`config.mk`:
```
export PLATFORM = sky130hd
export DESIGN_NAME = tpm_cmd_assembler
export DESIGN_NICKNAME = d
export VERILOG_FILES = /design/src/rtl/tpm_cmd_assembler.sv
export SDC_FILE = /design/constraint.sdc
export NUM_CORES = 1
export LEC_CHECK = 0
export ABC_AREA = 0
export CAP_MARGIN = 20
export CORE_MARGIN = 3
export CORE_UTILIZATION = 40
export CTS_CLUSTER_SIZE = 8
export DETAILED_ROUTE_END_ITERATION = 12
export SKIP_LAST_GASP = 1
export SYNTH_ARGS = -nofsm -noshare
export SYNTH_HDL_FRONTEND = slang
export SYNTH_SLANG_ARGS = --single-unit
```
`constraint.sdc`:
```
create_clock -name clk -period 6.8 [get_ports clk]
set_input_delay 1.36 -clock clk [delete_from_list [all_inputs] [get_ports clk]]
set_output_delay 1.36 -clock clk [all_outputs]
set_load 0.01 [all_outputs]
```
`src/rtl/tpm_cmd_assembler.sv`:
```
`default_nettype none
// ============================================================================
//  Module      : tpm_cmd_assembler
//  Description : Pops a TPM command stream from an upstream FIFO with
//                one-cycle read latency. It parses the 10-byte header
//                (tag, commandSize and commandCode, all big-endian) and then
//                hands the body bytes downstream through a one-entry holding
//                register with valid/ready flow control. Frames with an
//                illegal commandSize are drained from the FIFO and dropped.
//  Ports       : clk, rst            clock, asynchronous active-high reset
//                fifo_dout/empty     upstream FIFO read data / empty flag
//                fifo_rd_en          upstream FIFO pop strobe
//                hdr_tag/size/code   captured header fields
//                hdr_valid           pulse when the header fields update
//                out_data/valid/last body byte stream to downstream
//                out_ready           downstream accepts the body byte
//                frame_done          pulse when a frame is fully delivered
//                err_size            pulse when commandSize is illegal
//                busy                high in any state other than IDLE
//  Revision    : 1.0 - initial release
// ============================================================================
module tpm_cmd_assembler #(
   parameter int unsigned MAX_SIZE = 4096
) (
   input  logic        clk,
   input  logic        rst,
   input  logic [7:0]  fifo_dout,
   input  logic        fifo_empty,
   output logic        fifo_rd_en,
   output logic [15:0] hdr_tag,
   output logic [31:0] hdr_size,
   output logic [31:0] hdr_code,
   output logic        hdr_valid,
   output logic [7:0]  out_data,
   output logic        out_valid,
   input  logic        out_ready,
   output logic        out_last,
   output logic        frame_done,
   output logic        err_size,
   output logic        busy
);

   localparam logic [31:0] c_max_size = 32'(MAX_SIZE);
   localparam logic [31:0] c_hdr_len  = 32'd10;

   typedef enum logic [1:0] {
      S_IDLE    = 2'd0,
      S_HDR     = 2'd1,
      S_BODY    = 2'd2,
      S_DISCARD = 2'd3
   } state_t;

   state_t      state_q, state_d;
   logic        inflight_q, inflight_d;   // pop issued last cycle, data on fifo_dout now
   logic [3:0]  hcnt_q, hcnt_d;           // header bytes received so far
   logic [15:0] tag_sh_q, tag_sh_d;
   logic [31:0] size_sh_q, size_sh_d;
   logic [31:0] code_sh_q, code_sh_d;
   logic [15:0] body_cnt_q, body_cnt_d;   // body bytes still to be received
   logic [15:0] hdr_tag_q, hdr_tag_d;
   logic [31:0] hdr_size_q, hdr_size_d;
   logic [31:0] hdr_code_q, hdr_code_d;
   logic        hdr_valid_q, hdr_valid_d;
   logic        frame_done_q, frame_done_d;
   logic        err_size_q, err_size_d;
   logic        hold_full_q, hold_full_d;
   logic [7:0]  out_data_q, out_data_d;
   logic        out_last_q, out_last_d;
   logic        rd_en;
   logic [31:0] size_full;

   // Complete commandSize as it stands once byte 5 lands.
   assign size_full = {size_sh_q[23:0], fifo_dout};

   always_ff @(posedge clk or posedge rst) begin
      if (rst) begin
         state_q      <= S_IDLE;
         inflight_q   <= 1'b0;
         hcnt_q       <= 4'd0;
         tag_sh_q     <= 16'd0;
         size_sh_q    <= 32'd0;
         code_sh_q    <= 32'd0;
         body_cnt_q   <= 16'd0;
         hdr_tag_q    <= 16'd0;
         hdr_size_q   <= 32'd0;
         hdr_code_q   <= 32'd0;
         hdr_valid_q  <= 1'b0;
         frame_done_q <= 1'b0;
         err_size_q   <= 1'b0;
         hold_full_q  <= 1'b0;
         out_data_q   <= 8'd0;
         out_last_q   <= 1'b0;
      end else begin
         state_q      <= state_d;
         inflight_q   <= inflight_d;
         hcnt_q       <= hcnt_d;
         tag_sh_q     <= tag_sh_d;
         size_sh_q    <= size_sh_d;
         code_sh_q    <= code_sh_d;
         body_cnt_q   <= body_cnt_d;
         hdr_tag_q    <= hdr_tag_d;
         hdr_size_q   <= hdr_size_d;
         hdr_code_q   <= hdr_code_d;
         hdr_valid_q  <= hdr_valid_d;
         frame_done_q <= frame_done_d;
         err_size_q   <= err_size_d;
         hold_full_q  <= hold_full_d;
         out_data_q   <= out_data_d;
         out_last_q   <= out_last_d;
      end
   end

   always_comb begin
      state_d      = state_q;
      hcnt_d       = hcnt_q;
      tag_sh_d     = tag_sh_q;
      size_sh_d    = size_sh_q;
      code_sh_d    = code_sh_q;
      body_cnt_d   = body_cnt_q;
      hdr_tag_d    = hdr_tag_q;
      hdr_size_d   = hdr_size_q;
      hdr_code_d   = hdr_code_q;
      hdr_valid_d  = 1'b0;
      frame_done_d = 1'b0;
      err_size_d   = 1'b0;
      hold_full_d  = hold_full_q;
      out_data_d   = out_data_q;
      out_last_d   = out_last_q;
      rd_en        = 1'b0;

      case (state_q)
         S_IDLE: begin
            if (!fifo_empty) begin
               rd_en   = 1'b1;
               hcnt_d  = 4'd0;
               state_d = S_HDR;
            end
         end

         S_HDR: begin
            if (inflight_q) begin
               if (hcnt_q < 4'd2)
                  tag_sh_d = {tag_sh_q[7:0], fifo_dout};
               else if (hcnt_q < 4'd6)
                  size_sh_d = size_full;
               else
                  code_sh_d = {code_sh_q[23:0], fifo_dout};
               hcnt_d = hcnt_q + 4'd1;

               if (hcnt_q == 4'd5) begin
                  // Full 32-bit compare: anything >= 2^16 also exceeds MAX_SIZE.
                  if ((size_full < c_hdr_len) || (size_full > c_max_size)) begin
                     err_size_d = 1'b1;
                     state_d    = S_DISCARD;
                  end
               end

               if (hcnt_q == 4'd9) begin
                  hdr_valid_d = 1'b1;
                  hdr_tag_d   = tag_sh_q;
                  hdr_size_d  = size_sh_q;
                  hdr_code_d  = {code_sh_q[23:0], fifo_dout};
                  if (size_sh_q == c_hdr_len) begin
                     frame_done_d = 1'b1;
                     state_d      = S_IDLE;
                  end else begin
                     body_cnt_d = size_sh_q[15:0] - 16'd10;
                     state_d    = S_BODY;
                  end
               end
            end else if (!fifo_empty) begin
               rd_en = 1'b1;
            end
         end

         S_BODY: begin
            if (hold_full_q && out_ready) begin
               hold_full_d = 1'b0;
               out_last_d  = 1'b0;
               if (out_last_q) begin
                  frame_done_d = 1'b1;
                  state_d      = S_IDLE;
               end
            end
            if (inflight_q) begin
               hold_full_d = 1'b1;
               out_data_d  = fifo_dout;
               out_last_d  = (body_cnt_q == 16'd1);
               body_cnt_d  = body_cnt_q - 16'd1;
            end else if (!fifo_empty && (body_cnt_q != 16'd0) &&
                         (!hold_full_q || out_ready)) begin
               // A byte being accepted this cycle frees the holding register
               // before the new byte lands, which keeps one byte per two clocks.
               rd_en = 1'b1;
            end
         end

         S_DISCARD: begin
            if (!inflight_q) begin
               if (!fifo_empty)
                  rd_en = 1'b1;
               else
                  state_d = S_IDLE;
            end
         end

         default: state_d = S_IDLE;
      endcase

      inflight_d = rd_en;
   end

   assign fifo_rd_en = rd_en & ~rst;
   assign hdr_tag    = hdr_tag_q;
   assign hdr_size   = hdr_size_q;
   assign hdr_code   = hdr_code_q;
   assign hdr_valid  = hdr_valid_q;
   assign out_data   = out_data_q;
   assign out_valid  = hold_full_q;
   assign out_last   = out_last_q;
   assign frame_done = frame_done_q;
   assign err_size   = err_size_q;
   assign busy       = (state_q != S_IDLE);

endmodule
`default_nettype wire

```
-- Word-level counts from Yosys, hierarchy flattened
Cells that the tools add are included.
- bits in registers: 188
- logic and storage cells: 108
- output and inout port bits: 95
- memories: 0
- input port bits: 12
- memory bits (writable): 0
- memory bits (read-only): 0
- bits in latches: 0
- order comparisons: 4
- multiply operators: 0
- bitwise operators: 4
- equality and inequality tests: 18
- add/sub/neg operators: 3
- shifts and indexed selects: 0
- mux-type cells: 40
- reduce and logical (&&, ||, !) cells: 23
- divide/modulo/power cells: 0
- operator list (cell ; number):
    $mux 16 ; 4
    $eq 32x4->1 const B ; 1
    $gt 32x13->1 const B ; 1
    $lt 32x4->1 const B ; 1
    $pmux 16 s2 ; 1
    $mux 2 ; 10
    $mux 1 ; 19
    $ne 2x2->1 const B ; 9
    $eq 16x1->1 const B ; 1
    $reduce_bool 16->1 ; 1
    $sub 16x1->16 const B ; 1
    $sub 16x4->16 const B ; 1
    $reduce_and 3->1 ; 3
    $mux 4 ; 2
    $pmux 2 s4 ; 1
    $pmux 4 s2 ; 1
    $reduce_and 4->1 ; 2
    $reduce_and 8->1 ; 1
    $reduce_bool 2->1 ; 4
    $ne 3x3->1 const B ; 2
    $reduce_and 5->1 ; 1
    $add 4x1->4 const B ; 1
    $eq 2x2->1 const B ; 2
    $eq 4x3->1 const B ; 1
    other kinds (14) ; 21

-- Depth between registers and ports, before layout
- depth after elaboration: 7
- gate-level depth with buffers: 9
- depth with buffers taken out: 8

-- Worst setup path after synthesis
Ideal clock, no wire load.
- path type: input -> output
- start point: input port out_ready
- end point: output port fifo_rd_en
- setup slack: 3330 ps
- data required time: 5440 ps
- data arrival time: 2110 ps
- buffers on the path: 0
- stages: 4
- path through: nor2b_1 a2111oi_0 nor3_1 nor3_1
- word-level cells in the longest chain between the ends: 6
- ends and longest elaborated chain (element ; line ; RTL):
    start: declaration ; 36 ; input logic out_ready,
    $logic_or 1x1->1 ; 191 ; (!hold_full_q || out_ready)) begin
    $logic_and 1x1->1 ; 190 ; end else if (!fifo_empty && (body_cnt_q != 16'd0) &&
    $mux 1 ; 190 ;
    $mux 1 ; 185 ; if (inflight_q) begin
    $pmux 1 s3 ; 131 ; case (state_q)
    $and 1x1->1 ; 213 ; assign fifo_rd_en = rd_en & ~rst;
    end: declaration ; 29 ; output logic fifo_rd_en,
Every way passes these cells.

-- Worst setup path after layout
Ends and elaborated chain as after synthesis.

==> metrics <==
Clock Power Share=24.6%; R2R Path End=body_cnt_q[13]$_DFFE_PP0P_; Die X=148 um; status=completed; Worst Hold End=hdr_tag[12]$_DFFE_PP0P_; Yosys top cell by area=dfrtp_1; Metal-1 WL=between 8 and 9 mm; Synth Area in Compound Gates=5.66%; Via density=5.06; Fin. Hold Viols=0; Placeable Area=19700 sq um; DRC Markers=0; synth cell count leaders=nand2_1, dfrtp_1, mux2_2; total power=0.00407 W; vias in the first global route=5857; FF+latch count, synth=188; IO Count=107; DR iter-0 viols=348; internal cell power=between 0.002 and 0.003 W; CP Data Arrival Time=approximately 3200 ps; Syn Inst Count=774; Sw Share=between 30 and 40%; Clock transition at path regs=about 70 ps; XOR/XNOR Fraction of Synth Area=between 1.5 and 2%; most common cell in the netlist=nand2_1; top_reg_cell synth=dfrtp_1; Yosys Warn Count=0; input/output buffers=106; sequential-to-total area share from yosys stat=58.2%; Post-CTS Repair Setup Buffers=0; WL/cell=16.3 um; first-pass GRT wire length=31.3 mm; crit share post-route=67.5%; Critical Path RT=approximately 5400 ps; net switching power=0.00140 W; FF-to-FF setup slack=3980 ps; die height=148 um; Rel. slew slack=between 30% and 40%; Post-synth ARST share=100%; reg2reg path depth=9; critical path capture point type=output pin; CTS tree=yes; Comb pwr share=30.5%; final worst path period need=4590 ps; Initial Util=about two fifths; hold depth=2; syn nets=between 700 and 800; # Max-Cap Violations=0; CTS Buffer Depth=2; peak supply drop=0.225 mV; Slew @ Worst Pin=1000 ps; largest family of logic cells by synthesized area=simple AND/OR/NAND/NOR gates; Worst Hold Launch=tag_sh_q[12]$_DFFE_PP0P_; layout cells sized above 1=15.0%; FP Rows=51; WL met3=952 um; Critical Path Start Type=input pin; Skew-Pair Late Insertion Delay=430 ps; syn avg cell area=10.4 sq um; Initial DRT Pass Iterations=5; Lkg Pwr=4.68 nW; Power Density=408 nW/um^2; GPL Wtd Cong=0.829; mapped cell area=roughly 8100 sq um; fmax=roughly 0.22 GHz; Die ar.=22000 sq um; Area Overhead vs Synth=23.3%; ANT cells=0; clock skew=between 6 and 7 ps; final antenna-violating net count=0; Synth Area in Simple Gates=18.8%; RSZ-0062 raised after global routing=false; overflow left after global routing=0; share of the synthesized area in the top cell type=58.2%; Synth Area in Adders=under 10%; CTS Buf Count=17; met2 routed WL=roughly 9 mm; mux share of post-synthesis cell area=11.4%; Netlist cell types=50; Top Layer Used=met4; initial antenna violation count=0; hpwl dp=~12 mm; Setup CP Type=input pin to output pin; CTS sink cnt=188; Seq pwr share=45.0%; final wirelength=18.7 mm; top cells by area, synth=dfrtp_1, nand2_1, mux2_2; CP Max Fanout=4; worst r2r src=hcnt_q[1]$_DFFE_PP0P_; root buf cell=clkbuf_16; pin count of the biggest net entering global routing=approximately 140; CTS H-Tree Depth=4; Post-CTS Hold Buffers=0; setup_tns=0 ps; detailed-route via count=between 5k and 6k; post_cts resized=0; Final Max Tran Viols=0; GRT Total Usage=17.8%; final setup vio count=0; Post-synth EDFFs=0; fin nets=about 890; hold crit path type=flip-flop to flip-flop
-- layout make-up --
| cell class | instances | area [sq um] |
|---|---|---|
| Fill cell | 1905 | 9680 |
| Inverter | 14 | 60.1 |
| Clock inverter | 14 | 156 |
| Sequential cell | 188 | 4700 |
| Tap cell | 265 | 332 |
| Clock buffer | 18 | 429 |
| Timing Repair Buffer | 113 | 1110 |
| Multi-Input combinational cell | 534 | 3180 |
-- stage by stage --
step                      cells  hold WS [ps]  setup slack [ps]  instance area (sq um)  util (%)
final                      1146           466              2210                   9970      50.7
after floorplan             774           433               326                   8080         -
after global placement     1113           453              2240                   9380      47.7
after CTS                  1145           472              2110                   9970      50.7
after detailed placement   1113           449              2220                   9380      47.7
after global routing       1146           494              2050                   9970      50.7
-- power by group through the flow --
| stage | sequential [W] | combinational (W) | clock [W] |
|---|---|---|---|
| global route | 0.00189 | 0.00138 | 0.00107 |
| finish | 0.00183 | 0.00124 | 0.00100 |
| detailed placement | 0.00185 | 0.00125 | 0 |
| floorplan | 0.00176 | 0.000816 | 0 |
| global placement | 0.00185 | 0.00124 | 0 |
| CTS | 0.00183 | 0.00126 | 0.00102 |
-- how the worst max path moves through the flow --
stage | from | to | slack (ps) | depth (start not counted)
finish | out_ready | fifo_rd_en | 2210 | 6
global route | out_ready | fifo_rd_en | 2050 | 6
CTS | body_cnt_q[3]$_DFFE_PP0P_ | fifo_rd_en | 2110 | 7
detailed placement | out_ready | fifo_rd_en | 2220 | 6
global placement | out_ready | fifo_rd_en | 2240 | 6
floorplan | rst | body_cnt_q[0]$_DFFE_PP0P_ | 330 | 1
-- metal layers --
| layer | vias to the layer above | track usage (%) |
|---|---|---|
| met1 | 2859 | 24.3 |
| met2 | 137 | 27.7 |
| met4 | 0 | 6.14 |
| met5 | - | 0 |
| met3 | 31 | 4.60 |
| li1 | 2775 | - |
-- sequential cells by signal (all words and copies together), names as in the netlist, 8 cells and up --
register,count
hdr_code,32
hdr_size,32
size_sh_q,32
code_sh_q,24
body_cnt_q,16
hdr_tag,16
tag_sh_q,16
out_data,8
-- logic make-up (layout without fill, tap and decap cells) --
logic type      count (synthesis)  count (layout)
mux                            82              82
flops                         188             188
simple gates                  356             356
fa+ha+maj                      11              11
xor+xnor                       14              14
compound gates                 71              71
buf+inv                        52             159
-- worst max-delay path: stages --
cell and delay, ps:
clkdlybuf4s50_1 520, nor2b_1 60, a2111oi_0 440, nor3_1 130, nor3_1 150, clkdlybuf4s50_1 560
-- placed cells by master (no fill, tap or decap), drive strengths merged, types with 7 or more instances in the layout --
cell type and count:
a21oi 18, a22o 7, buf 7, clkbuf 18, clkdlybuf4s50 106, dfrtp 188, ha 11, inv 19
mux2 78, nand2 270, nand3 10, nand4 7, nor2 21, nor3 14, nor4 12, o21ai 26
o22ai 7, xnor2 7, xor2 7
No activity file was read; power rests on OpenSTA's default activity.
